$ cat src/rtl/decoder_pkg.sv
// -----------------------------------------------------------------------------
// decoder_pkg
//   Shared widths and helpers for the 3-to-8 one-hot decoder and its
//   one-hot integrity checker.
//   SEL_W : width of the binary select
//   OUT_W : width of the decoded one-hot vector
//   CNT_W : width wide enough to hold a popcount of 0..OUT_W
// -----------------------------------------------------------------------------
package decoder_pkg;

  localparam int unsigned SEL_W = 3;
  localparam int unsigned OUT_W = 8;
  localparam int unsigned CNT_W = $clog2(OUT_W + 1);

  // Binary select to active-high one-hot vector.
  function automatic logic [OUT_W-1:0] onehot_of(input logic [SEL_W-1:0] sel);
    return OUT_W'(1) << sel;
  endfunction

endpackage

$ cat src/rtl/decoder_1hot_3to8_onehot_check.sv
// -----------------------------------------------------------------------------
// onehot_check
//   Combinational integrity monitor: flags a qualified vector whose popcount
//   is anything other than exactly one.
//   i_vec   : vector to inspect, active-high polarity
//   i_valid : qualifies i_vec; when low the flag is held low
//   o_bad   : high when i_valid is high and popcount(i_vec) != 1
// -----------------------------------------------------------------------------
module onehot_check
  import decoder_pkg::*;
(
  input  logic [OUT_W-1:0] i_vec,
  input  logic             i_valid,
  output logic             o_bad
);

  logic [CNT_W-1:0] w_cnt;

  always_comb begin
    w_cnt = '0;
    for (int unsigned i = 0; i < OUT_W; i++) begin
      w_cnt = w_cnt + CNT_W'(i_vec[i]);
    end
    o_bad = i_valid && (w_cnt != CNT_W'(1));
  end

endmodule

$ cat src/rtl/decoder_1hot_3to8.sv
// -----------------------------------------------------------------------------
// decoder_1hot_3to8
//   3-to-8 one-hot decoder with enable, optional output register, selectable
//   output polarity and a sticky one-hot integrity flag.
//   Parameters:
//     OUT_ACTIVE_LOW : 0 = selected bit high, 1 = selected bit low
//     REG_OUT        : 1 = registered outputs (1-cycle latency), 0 = comb
//   Ports:
//     clk       : rising-edge clock
//     rst       : synchronous active-high reset
//     in        : binary select 0..7
//     en        : decode enable
//     out       : decoded one-hot vector (polarity per OUT_ACTIVE_LOW)
//     out_valid : out carries a decode of an enabled input
//     err       : sticky, set if out was ever not one-hot while valid
// -----------------------------------------------------------------------------
module decoder_1hot_3to8
  import decoder_pkg::*;
#(
  parameter bit OUT_ACTIVE_LOW = 1'b0,
  parameter bit REG_OUT        = 1'b1
)(
  input  logic             clk,
  input  logic             rst,
  input  logic [SEL_W-1:0] in,
  input  logic             en,
  output logic [OUT_W-1:0] out,
  output logic             out_valid,
  output logic             err
);

  logic [OUT_W-1:0] w_dec;
  logic [OUT_W-1:0] w_norm;
  logic [OUT_W-1:0] w_mon;
  logic             w_vld;
  logic             w_bad;
  logic             r_err;

  assign w_dec = en ? onehot_of(in) : '0;

  if (REG_OUT) begin : g_reg
    logic [OUT_W-1:0] r_dec;
    logic             r_vld;

    always_ff @(posedge clk) begin
      if (rst) begin
        r_dec <= '0;
        r_vld <= 1'b0;
      end else begin
        r_dec <= w_dec;
        r_vld <= en;
      end
    end

    assign w_norm = r_dec;
    assign w_vld  = r_vld;
  end else begin : g_comb
    // Pure combinational path: reset only clears the sticky error flag.
    assign w_norm = w_dec;
    assign w_vld  = en;
  end

  assign out       = OUT_ACTIVE_LOW ? ~w_norm : w_norm;
  assign out_valid = w_vld;

  // Re-normalise from the actual output pins so a polarity fault is visible.
  assign w_mon = OUT_ACTIVE_LOW ? ~out : out;

  onehot_check u_onehot_check (
    .i_vec   (w_mon),
    .i_valid (w_vld),
    .o_bad   (w_bad)
  );

  always_ff @(posedge clk) begin
    if (rst) begin
      r_err <= 1'b0;
    end else if (w_bad) begin
      r_err <= 1'b1;
    end
  end

  assign err = r_err;

endmodule

$ cat config.mk
export PLATFORM = sky130hd
export DESIGN_NAME = decoder_1hot_3to8
export DESIGN_NICKNAME = d
export VERILOG_FILES = /design/src/rtl/decoder_pkg.sv /design/src/rtl/decoder_1hot_3to8_onehot_check.sv /design/src/rtl/decoder_1hot_3to8.sv
export SDC_FILE = /design/constraint.sdc
export NUM_CORES = 1
export LEC_CHECK = 0
export BUFFER_PORTS_ARGS = -buffer_cell sky130_fd_sc_hd__buf_2
export CAP_MARGIN = 20
export CORE_AREA = 8 8 45 47
export DETAILED_ROUTE_END_ITERATION = 10
export DIE_AREA = 0 0 53 55
export HOLD_SLACK_MARGIN = 0.05
export MAX_ROUTING_LAYER = met4
export SLEW_MARGIN = 20
export SYNTH_ARGS = -nofsm -noshare
export SYNTH_HDL_FRONTEND = slang
export SYNTH_SLANG_ARGS = --single-unit
$ cat constraint.sdc
create_clock -name clk -period 9.1 [get_ports clk]
set_clock_uncertainty 0.1 [all_clocks]
set_input_delay 2.73 -clock clk [delete_from_list [all_inputs] [get_ports clk]]
set_output_delay 2.73 -clock clk [all_outputs]
set_load 0.05 [all_outputs]
==> results.json <==
{
  "status": "finished, final reports clean",
  "p_total_uw": 86.6,
  "cts_resized": 0,
  "avgViaCountPerCell": 4.37,
  "insertion_delay_ns": 0.26,
  "grt_util_all_layers": 0.0658,
  "grt_max_degree": 6,
  "syn_nets": 60,
  "syn_avg_cell_area_um2": 10.6,
  "io_pins": 16,
  "clock_tree.buffer_depth": 2,
  "synthesis.area_um2": 499,
  "area_growth_pct": 23.6,
  "synth_cell_types": 15,
  "worstPathRequired_ns": 6.27,
  "cts_tree": "yes",
  "drcViolationCount": 0,
  "fin_crit_sh": 0.409,
  "path_buf_inv": 1,
  "fp.dieArea_mm2": 0.00292,
  "rows": 14,
  "vias": 354,
  "core-area_mm2": 0.00138,
  "path_clk_slew_ns": 0.06,
  "detail-route-antenna-nets": 0,
  "ir_drop_mv": 0.0580,
  "finalCriticalPeriod_ns": 3.72,
  "setup_viol": 0,
  "crit_path_max_fanout": 3,
  "synth_warnings": 0,
  "finalMaxSlewViolations": 0,
  "gp_congestion": 0.643,
  "wirelength_um": 818,
  "grt_pass1_wl_um": 1290,
  "placed_cell_area_um2": 594,
  "cp_cell_sequence": "buf_2",
  "nets": 80,
  "drive_gt1_frac": 0.415,
  "die_x_um": 53,
  "powerDensity_mw_per_mm2": 140,
  "setup_tns_ns": 0,
  "critical_path_class": "flop to output pin",
  "port_buffers": 15,
  "grt_pass1_vias": 347,
  "cap_viol_max_count": 0,
  "rsz0062_at_grt": "false",
  "clock.fmax_mhz": 269,
  "fillers": 144,
  "leakagePower_uw": 0.000280,
  "start_kind": "flop",
  "finalInstanceArea_um2": 617,
  "synth_seq_area_share": 0.401,
  "syn-instance-count": 47,
  "post_cts_buffers": 0,
  "hold_class": "flop to flop",
  "initial_utilization": 0.361,
  "h-tree-depth": 1,
  "overflow": 0,
  "cp_slowest_stage_delay_ns": 0.35,
  "ff_latch_area_um2": 200,
  "wl_per_cell_um": 10.1,
  "holdWs_ns": 0.410,
  "clock-sinks": 10,
  "antenna_cells": 0,
  "drt_iter0_drc": 3,
  "tightest_slew_ns": 0.252,
  "die_h_um": 55,
  "cts_inserted_buffers": 3,
  "crit_family": "flip-flops",
  "multi_input_area_um2": 262,
  "antenna_found_initial": 0,
  "post-dp-hpwl_um": 758,
  "critPathArrivalTime_ns": 0.89,
  "hold_viol": 0,
  "end_kind": "output pin",
  "first_pass_iters": 4,
  "slew_headroom": 0.833,
  "cts-root-buf": "clkbuf_4",
  "cp_slowest_cell": "dfxtp_1",
  "ys_ff_latch": 10,
  "ctsHoldBuffers": 0
}
## cells by family (layout without fill, tap and decap cells)
logic type	Yosys count	after routing	synth area share
buffers and inverters	10	28	0.0752
flip-flops	10	10	0.401
AO/OA/AOI/OAI	2	2	0.0501
adder cells (fa/ha/maj)	7	7	0.236
AND/OR/NAND/NOR	18	18	0.238
## worst paths after layout
| check | cells past startpoint | end | from | slack (ns) |
|---|---|---|---|---|
| worst max-delay path | 1 | err | err | 5.38 |
| worst max register to register | 8 | err | out[0] | 6.09 |
| worst min register to register | 2 | err | out_valid | 0.41 |
| worst min-delay path | 2 | err | out_valid | 0.41 |
## per-layer routing
layer  GRT usage  share of wire
met2       0.115           0.56
met3      0.0160          0.028
met5           -              0
met1      0.0511           0.38
met4      0.0776          0.027
## state kept, by name, summed over array words and instances, names as in the netlist
name and cells:
out 8, err 1, out_valid 1
## cell type report
class,count,share of cell area
clock buffers,3,0.0365
flip-flops and latches,10,0.325
repair buffers,15,0.122
well taps,16,0.0325
inverters,10,0.0609
multi-input cells,27,0.424
## cell usage after synthesis
cell type	instances	area, um2
nand2_1	1	3.75
nor2b_2	1	8.76
nand2_2	1	6.26
a211oi_2	1	12.5
nand2b_2	1	8.76
dfxtp_1	10	200
nand2b_1	2	12.5
fa_1	4	80.1
inv_1	10	37.5
nor3_2	2	20.0
o31ai_2	1	12.5
nor2_1	8	30.0
nor2b_4	1	13.8
ha_1	3	37.5
nor4b_2	1	15.0
## power by group
group,total (uW),switching (uW),internal [uW],leakage (uW)
clock,28.0,12.9,15.1,0.0000138
sequential,45.7,0.663,45.0,0.0000813
combinational,12.8,8.44,4.40,0.000185
total,86.6,22.0,64.6,0.000280
## tightest hold or removal path, cell delays in order (launching register included)
cell and delay, ns:
dfxtp_1 0.30, nor2_1 0.11, a211oi_2 0.06
## per-stage QoR
stage / setup WS, ns / util / std cells
CTS: 5.37 / 0.446 / 81
detailed placement: 5.66 / 0.429 / 78
floorplan: 5.64 / - / 47
global placement: 5.66 / 0.429 / 78
finish: 5.38 / 0.446 / 81
global route: 5.35 / 0.446 / 81
## cell usage in the layout (no fill, tap or decap)
| cell type | netlist | routed |
|---|---|---|
| nor2_1 | 8 | 8 |
| nand2_2 | 1 | 1 |
| nor3_2 | 2 | 2 |
| nor2b_4 | 1 | 1 |
| clkbuf_4 | 0 | 3 |
| o31ai_2 | 1 | 1 |
| nor2b_2 | 1 | 1 |
| nand2b_1 | 2 | 2 |
| nor4b_2 | 1 | 1 |
| buf_2 | 0 | 15 |
| fa_1 | 4 | 4 |
| ha_1 | 3 | 3 |
| inv_1 | 10 | 10 |
| nand2b_2 | 1 | 1 |
| a211oi_2 | 1 | 1 |
| dfxtp_1 | 10 | 10 |
| nand2_1 | 1 | 1 |
Note: power is estimated with default switching activity, not from simulation.
